**src/rtl/conv33_window_sched_if.sv**
```systemverilog
// Handshake and status bundle between the 3x3 window scheduler, the
// sliding-window generator and the conv33 input stage.
interface conv33_window_sched_if #(
    parameter int COORD_W = 8,
    parameter int CNT_W   = 16
);
    logic               start;
    logic               busy;
    logic               done;
    logic               win_valid_in;
    logic               win_ready_out;
    logic               conv_start;
    logic               conv_valid;
    logic               conv_ready;
    logic               conv_done;
    logic [COORD_W-1:0] win_col;
    logic [COORD_W-1:0] win_row;
    logic [COORD_W-1:0] ch_idx;
    logic               first_ch;
    logic               last_win;
    logic [CNT_W-1:0]   win_cnt;

    // Scheduler side: consumes requests and handshakes, drives status and tags.
    modport master (
        input  start, win_valid_in, conv_ready, conv_done,
        output busy, done, win_ready_out, conv_start, conv_valid,
               win_col, win_row, ch_idx, first_ch, last_win, win_cnt
    );

    // Environment side: window generator, input stage and frame controller.
    modport slave (
        output start, win_valid_in, conv_ready, conv_done,
        input  busy, done, win_ready_out, conv_start, conv_valid,
               win_col, win_row, ch_idx, first_ch, last_win, win_cnt
    );
endinterface

```
**src/rtl/conv33_window_sched.sv**
```systemverilog
// Frame-level sequencer for the conv33 input stage: launches the stage,
// gates the window stream into it, tags every window with its column, row
// and channel, then waits for the stage to finish before reporting done.
module conv33_window_sched #(
    parameter int IMG_W   = 28,
    parameter int IMG_H   = 28,
    parameter int IN_CH   = 1,
    parameter int COORD_W = 8,
    parameter int CNT_W   = 16
) (
    input logic                   clk,
    input logic                   rst,
    conv33_window_sched_if.master bus
);

    typedef enum logic [2:0] {
        IDLE,
        LAUNCH,
        RUN,
        DRAIN,
        FINISH
    } state_t;

    localparam logic [COORD_W-1:0] COL_LAST = COORD_W'(IMG_W - 3);
    localparam logic [COORD_W-1:0] ROW_LAST = COORD_W'(IMG_H - 3);
    localparam logic [COORD_W-1:0] CH_LAST  = COORD_W'(IN_CH - 1);

    state_t             state;
    state_t             state_next;
    logic [COORD_W-1:0] col_q;
    logic [COORD_W-1:0] row_q;
    logic [COORD_W-1:0] ch_q;
    logic [CNT_W-1:0]   cnt_q;
    logic               transfer;
    logic               at_last;
    logic               launch_req;

    assign transfer   = (state == RUN) && bus.win_valid_in && bus.conv_ready;
    assign at_last    = (col_q == COL_LAST) && (row_q == ROW_LAST) && (ch_q == CH_LAST);
    assign launch_req = (state == IDLE) && bus.start;

    // State register; reset drops straight back to IDLE without a done pulse.
    always_ff @(posedge clk or posedge rst) begin
        if (rst) begin
            state <= IDLE;
        end else begin
            state <= state_next;
        end
    end

    // Next-state decode plus Moore outputs; the window handshake is only
    // passed through while running so nothing slips in during launch or drain.
    always_comb begin
        state_next         = state;
        bus.busy           = 1'b0;
        bus.done           = 1'b0;
        bus.conv_start     = 1'b0;
        bus.conv_valid     = 1'b0;
        bus.win_ready_out  = 1'b0;
        bus.win_col        = col_q;
        bus.win_row        = row_q;
        bus.ch_idx         = ch_q;
        bus.win_cnt        = cnt_q;
        bus.first_ch       = (state != IDLE) && (ch_q == '0);
        bus.last_win       = (state != IDLE) && at_last;
        case (state)
            IDLE: begin
                if (bus.start) begin
                    state_next = LAUNCH;
                end
            end
            LAUNCH: begin
                bus.busy       = 1'b1;
                bus.conv_start = 1'b1;
                state_next     = RUN;
            end
            RUN: begin
                bus.busy          = 1'b1;
                bus.conv_valid    = bus.win_valid_in;
                bus.win_ready_out = bus.conv_ready;
                if (transfer && at_last) begin
                    state_next = DRAIN;
                end
            end
            DRAIN: begin
                bus.busy = 1'b1;
                if (bus.conv_done) begin
                    state_next = FINISH;
                end
            end
            FINISH: begin
                bus.done   = 1'b1;
                state_next = IDLE;
            end
            default: begin
                state_next = IDLE;
            end
        endcase
    end

    // Window position and count; indices freeze on the final window so the
    // tags still describe it while the input stage drains.
    always_ff @(posedge clk or posedge rst) begin
        if (rst) begin
            col_q <= '0;
            row_q <= '0;
            ch_q  <= '0;
            cnt_q <= '0;
        end else if (launch_req) begin
            col_q <= '0;
            row_q <= '0;
            ch_q  <= '0;
            cnt_q <= '0;
        end else if (transfer) begin
            if (cnt_q != '1) begin
                cnt_q <= cnt_q + CNT_W'(1);
            end
            if (!at_last) begin
                if (col_q == COL_LAST) begin
                    col_q <= '0;
                    if (row_q == ROW_LAST) begin
                        row_q <= '0;
                        ch_q  <= ch_q + COORD_W'(1);
                    end else begin
                        row_q <= row_q + COORD_W'(1);
                    end
                end else begin
                    col_q <= col_q + COORD_W'(1);
                end
            end
        end
    end

endmodule

```
**src/flat_wrapper.sv**
```systemverilog
// flat-port wrapper written by rule: the top's interface ports become plain ports
module conv33_window_sched_flat 
#(
    parameter int IMG_W   = 28,
    parameter int IMG_H   = 28,
    parameter int IN_CH   = 1,
    parameter int COORD_W = 8,
    parameter int CNT_W   = 16
)
  (clk, rst, bus_start, bus_win_valid_in, bus_conv_ready, bus_conv_done, bus_busy, bus_done, bus_win_ready_out, bus_conv_start, bus_conv_valid, bus_win_col, bus_win_row, bus_ch_idx, bus_first_ch, bus_last_win, bus_win_cnt);
  conv33_window_sched_if #(.COORD_W(COORD_W), .CNT_W(CNT_W)) bus_i ();
  input logic clk;
  input logic rst;
  input wire logic [$bits(bus_i.start)-1:0] bus_start;
  input wire logic [$bits(bus_i.win_valid_in)-1:0] bus_win_valid_in;
  input wire logic [$bits(bus_i.conv_ready)-1:0] bus_conv_ready;
  input wire logic [$bits(bus_i.conv_done)-1:0] bus_conv_done;
  output wire logic [$bits(bus_i.busy)-1:0] bus_busy;
  output wire logic [$bits(bus_i.done)-1:0] bus_done;
  output wire logic [$bits(bus_i.win_ready_out)-1:0] bus_win_ready_out;
  output wire logic [$bits(bus_i.conv_start)-1:0] bus_conv_start;
  output wire logic [$bits(bus_i.conv_valid)-1:0] bus_conv_valid;
  output wire logic [$bits(bus_i.win_col)-1:0] bus_win_col;
  output wire logic [$bits(bus_i.win_row)-1:0] bus_win_row;
  output wire logic [$bits(bus_i.ch_idx)-1:0] bus_ch_idx;
  output wire logic [$bits(bus_i.first_ch)-1:0] bus_first_ch;
  output wire logic [$bits(bus_i.last_win)-1:0] bus_last_win;
  output wire logic [$bits(bus_i.win_cnt)-1:0] bus_win_cnt;
  assign bus_i.start = bus_start;
  assign bus_i.win_valid_in = bus_win_valid_in;
  assign bus_i.conv_ready = bus_conv_ready;
  assign bus_i.conv_done = bus_conv_done;
  assign bus_busy = bus_i.busy;
  assign bus_done = bus_i.done;
  assign bus_win_ready_out = bus_i.win_ready_out;
  assign bus_conv_start = bus_i.conv_start;
  assign bus_conv_valid = bus_i.conv_valid;
  assign bus_win_col = bus_i.win_col;
  assign bus_win_row = bus_i.win_row;
  assign bus_ch_idx = bus_i.ch_idx;
  assign bus_first_ch = bus_i.first_ch;
  assign bus_last_win = bus_i.last_win;
  assign bus_win_cnt = bus_i.win_cnt;
  conv33_window_sched #(.IMG_W(IMG_W), .IMG_H(IMG_H), .IN_CH(IN_CH), .COORD_W(COORD_W), .CNT_W(CNT_W)) u_core (.clk(clk), .rst(rst), .bus(bus_i));
endmodule
```
**config.mk**
```make
export PLATFORM = sky130hd
export DESIGN_NAME = conv33_window_sched_flat
export DESIGN_NICKNAME = d
export VERILOG_FILES = /design/src/rtl/conv33_window_sched_if.sv /design/src/rtl/conv33_window_sched.sv /design/src/flat_wrapper.sv
export SDC_FILE = /design/constraint.sdc
export NUM_CORES = 1
export LEC_CHECK = 0
export ABC_AREA = 1
export BUFFER_PORTS_ARGS = -buffer_cell sky130_fd_sc_hd__buf_2
export CORE_ASPECT_RATIO = 0.75
export CORE_MARGIN = 4
export CORE_UTILIZATION = 30
export CTS_BUF_LIST = sky130_fd_sc_hd__clkbuf_8
export CTS_CLUSTER_SIZE = 14
export DETAILED_ROUTE_END_ITERATION = 10
export HOLD_SLACK_MARGIN = 0.06
export PLACE_DENSITY = 0.48
export SLEW_MARGIN = 15
export SYNTH_ARGS = -nofsm -noshare
export SYNTH_HDL_FRONTEND = slang
export SYNTH_SLANG_ARGS = --single-unit
```
**constraint.sdc**
```tcl
create_clock -name clk -period 4.1 [get_ports clk]
set_clock_uncertainty 0.2 [all_clocks]
set_input_delay 0.205 -clock clk [delete_from_list [all_inputs] [get_ports clk]]
set_output_delay 0.205 -clock clk [all_outputs]
set_load 0.03 [all_outputs]
```
==> impl_metrics.json <==
{
  "outcome": "completed",
  "finalWorstPathRequiredPeriod_ps": 2570,
  "post-synth-top-area-cell": "sky130_fd_sc_hd__dfrtp_1",
  "layout.nets": 463,
  "worst_pin_slew_ps": 620,
  "routabilityCongestion": 0.778,
  "die_height_um": 92.0,
  "synth-async-reset-ratio_pct": 100,
  "ys.warnings.count": 0,
  "crit_slowest_cell": "sky130_fd_sc_hd__nor2_2",
  "initialDrtViolationCount": 87,
  "postSynthCellCount": 395,
  "synth-main-ff-cell": "sky130_fd_sc_hd__dfrtp_1",
  "syn_avg_cell_area_um2": 7.15,
  "crit_path_frequent_cell": "sky130_fd_sc_hd__nand2_1",
  "detailed_place.area_um2": 3190,
  "fin_area_um2": 3320,
  "criticalPathCategory": "flip-flop to flip-flop",
  "stdcell_count": 579,
  "io_pins": 53,
  "hpwl_um": 5210,
  "synth_cell_type_count": 34,
  "fin_hold_ws_ps": 105,
  "finish.utilization_pct": 36.4,
  "clkSinkCount": 43,
  "hold_path.class": "input pin to flip-flop",
  "clock_latency_ps": 310,
  "diodes": 0,
  "clock_tree.root_cell": "sky130_fd_sc_hd__clkbuf_8",
  "critical_path.max_fanout": 31,
  "floorplan_die_area_um2": 11000,
  "flow.area_growth_from_synthesis_pct": 17.4,
  "dp.cells": 568,
  "grt_pass1_vias": 2485,
  "synth-edff-count": 0,
  "synth_top_cells_by_count": "110 x sky130_fd_sc_hd__nand2_1, 47 x sky130_fd_sc_hd__inv_1, 47 x sky130_fd_sc_hd__nor2_1",
  "clk_pin_slew_worst_paths_ps": 90,
  "antenna_violating_nets_post_route": 0,
  "gr-total-overflow": 0,
  "maxSlewViolCount": 0,
  "timing.critical_path.cells": "nor2_1, nand2_1, nor2_2, inv_2, nand2_4, nand3_2, nand2_1, nand2_1",
  "gr-usage-all-layers_pct": 13.4,
  "n_fill_cell": 1010,
  "routedWlPerCell_um": 12.3,
  "die_x_um": 120,
  "slew_headroom_pct": 58.6,
  "htree_num_levels": 2,
  "area.sequential_um2": 1080,
  "multiInputGateArea_um2": 1500,
  "path_buf_inv": 1,
  "route.detailed.drc": 0,
  "cellPowerDensity_nw_per_um2": 535,
  "routed_via_density": 4.55,
  "finalSetupViolCount": 0,
  "largest_net_degree_at_the_start_of_global_routing": 44,
  "post_route_cells_drive_above_1_share_pct": 19.5,
  "route.vias.total": 2636,
  "setup_repair_after_global_routing_missed_its_margin": "no",
  "share_of_the_clock_period_used_by_the_worst_path_pct": 62.8,
  "initial_core_util_pct": 31.0,
  "postSynthRegisterBits": 43,
  "ir_drop_mv": 0.259,
  "synthesis.nets": 408,
  "setup_tns_ps": 0,
  "yosysSeqAreaShare_pct": 38.1,
  "setup.worst_path.end_class": "flip-flop",
  "cpLargestDelayFamily": "simple AND/OR/NAND/NOR gates",
  "numCtsBuffers": 5,
  "cap_violations": 0,
  "yosys.cell_count.top_type": "sky130_fd_sc_hd__nand2_1",
  "crit_path_max_incr_delay_ps": 420,
  "wl_um": 7130,
  "leakage_power_uw": 0.00167,
  "fmax_mhz": 389,
  "worst_path_required_ps": 4100,
  "core_area_um2": 9120,
  "clk_path_buf_depth": 2,
  "detail_route.first_pass.iterations": 5,
  "first_pass_grt_wire_length_um": 12200,
  "std_cell_rows": 30,
  "synth_area_leaders": "sky130_fd_sc_hd__dfrtp_1 38%, sky130_fd_sc_hd__nand2_1 15%, sky130_fd_sc_hd__inv_1 6.2%",
  "cp_launch_type": "flip-flop",
  "synth_largest_type_area_fraction_pct": 38.1,
  "tritoncts": "done",
  "netlist_area_um2": 2820,
  "antenna_violations_before_repair": 0,
  "critical_path_arrival_ps": 2580,
  "buffer_ports.inserted": 52,
  "final-hold-violation-count": 0
}
per-stage QoR:
stage | power, µW | setup slack [ps]
finish | 1770 | 1530
global route | 1930 | 1240
CTS | 1800 | 1490
detailed placement | 1460 | 1490
global placement | 1460 | 1570
floorplan | 1270 | 1990
worst paths after layout:
check                                      start               endpoint  slack [ps]  cells past startpoint
min reg2reg                u_core.bus.win_col[7]  u_core.bus.win_col[7]         350                      2
max in group asynchronous                    rst  u_core.bus.win_row[6]        2930                      4
max reg2reg                      u_core.state[0]   u_core.bus.ch_idx[7]        1530                      8
max                              u_core.state[0]   u_core.bus.ch_idx[7]        1530                      8
min                                    bus_start        u_core.state[2]         100                      5
min in group asynchronous                    rst   u_core.bus.ch_idx[5]         380                      4
timing repair:
action	in CTS	in global routing
endpoints found under the setup margin	0	0
gates resized for setup	0	0
hold buffers	3	0
buffers inserted	0	0
endpoints found under the hold margin	45	0
state kept, by name, summed over array words and instances, names as in the netlist:
register	flops
u_core.bus.win_col	8
u_core.bus.win_row	8
u_core.bus.ch_idx	8
u_core.bus.win_cnt	16
u_core.state	3
power breakdown:
part           leakage, µW  total, µW  internal, µW  switching [µW]
clock network    0.0000557        312           152             160
logic              0.00103        830           249             581
registers         0.000586        630           507             123
total              0.00167       1770           907             865
metal layers:
metal,up-vias,track usage (%),share of wire (%)
met2,37,20.1,42
met1,1213,19.6,53
met4,0,2.76,0.76
met3,7,3.14,3.5
li1,1379,-,-
met5,-,0,0
cells in the final DEF, fill, tap and decap left out, types with 4 or more instances in the layout:
master,instances
sky130_fd_sc_hd__nand2_1,110
sky130_fd_sc_hd__clkbuf_8,7
sky130_fd_sc_hd__dfrtp_1,43
sky130_fd_sc_hd__xor2_1,7
sky130_fd_sc_hd__buf_2,52
sky130_fd_sc_hd__nor2_1,47
sky130_fd_sc_hd__or2_2,7
sky130_fd_sc_hd__o21bai_1,4
sky130_fd_sc_hd__nor3_1,9
sky130_fd_sc_hd__inv_1,47
sky130_fd_sc_hd__ha_1,7
sky130_fd_sc_hd__nand4_1,17
sky130_fd_sc_hd__o21ai_0,23
sky130_fd_sc_hd__nand3_1,32
cells by family after synthesis:
kind of cell    after synthesis  synth area share, %
xor+xnor                      8                 2.48
flops                        43                 38.1
compound gates               41                 8.82
buf+inv                      57                 8.86
simple gates                239                 38.6
fa+ha+maj                     7                 3.10
tightest hold or removal path, cell delays in order:
cell and delay (ps):
sky130_fd_sc_hd__buf_2 90, sky130_fd_sc_hd__nor2_1 50, sky130_fd_sc_hd__inv_1 60, sky130_fd_sc_hd__nand3_1 70, sky130_fd_sc_hd__nor2_1 80
cell type report:
cell class / count / share of cell area (%)
Clock buffer: 7 / 2.91
Clock inverter: 1 / 0.113
Inverter: 49 / 5.55
Multi-Input combinational cell: 295 / 45.2
Sequential cell: 43 / 32.5
Tap cell: 128 / 4.83
Timing Repair Buffer: 56 / 8.98
(Power assumes the default switching activity.)
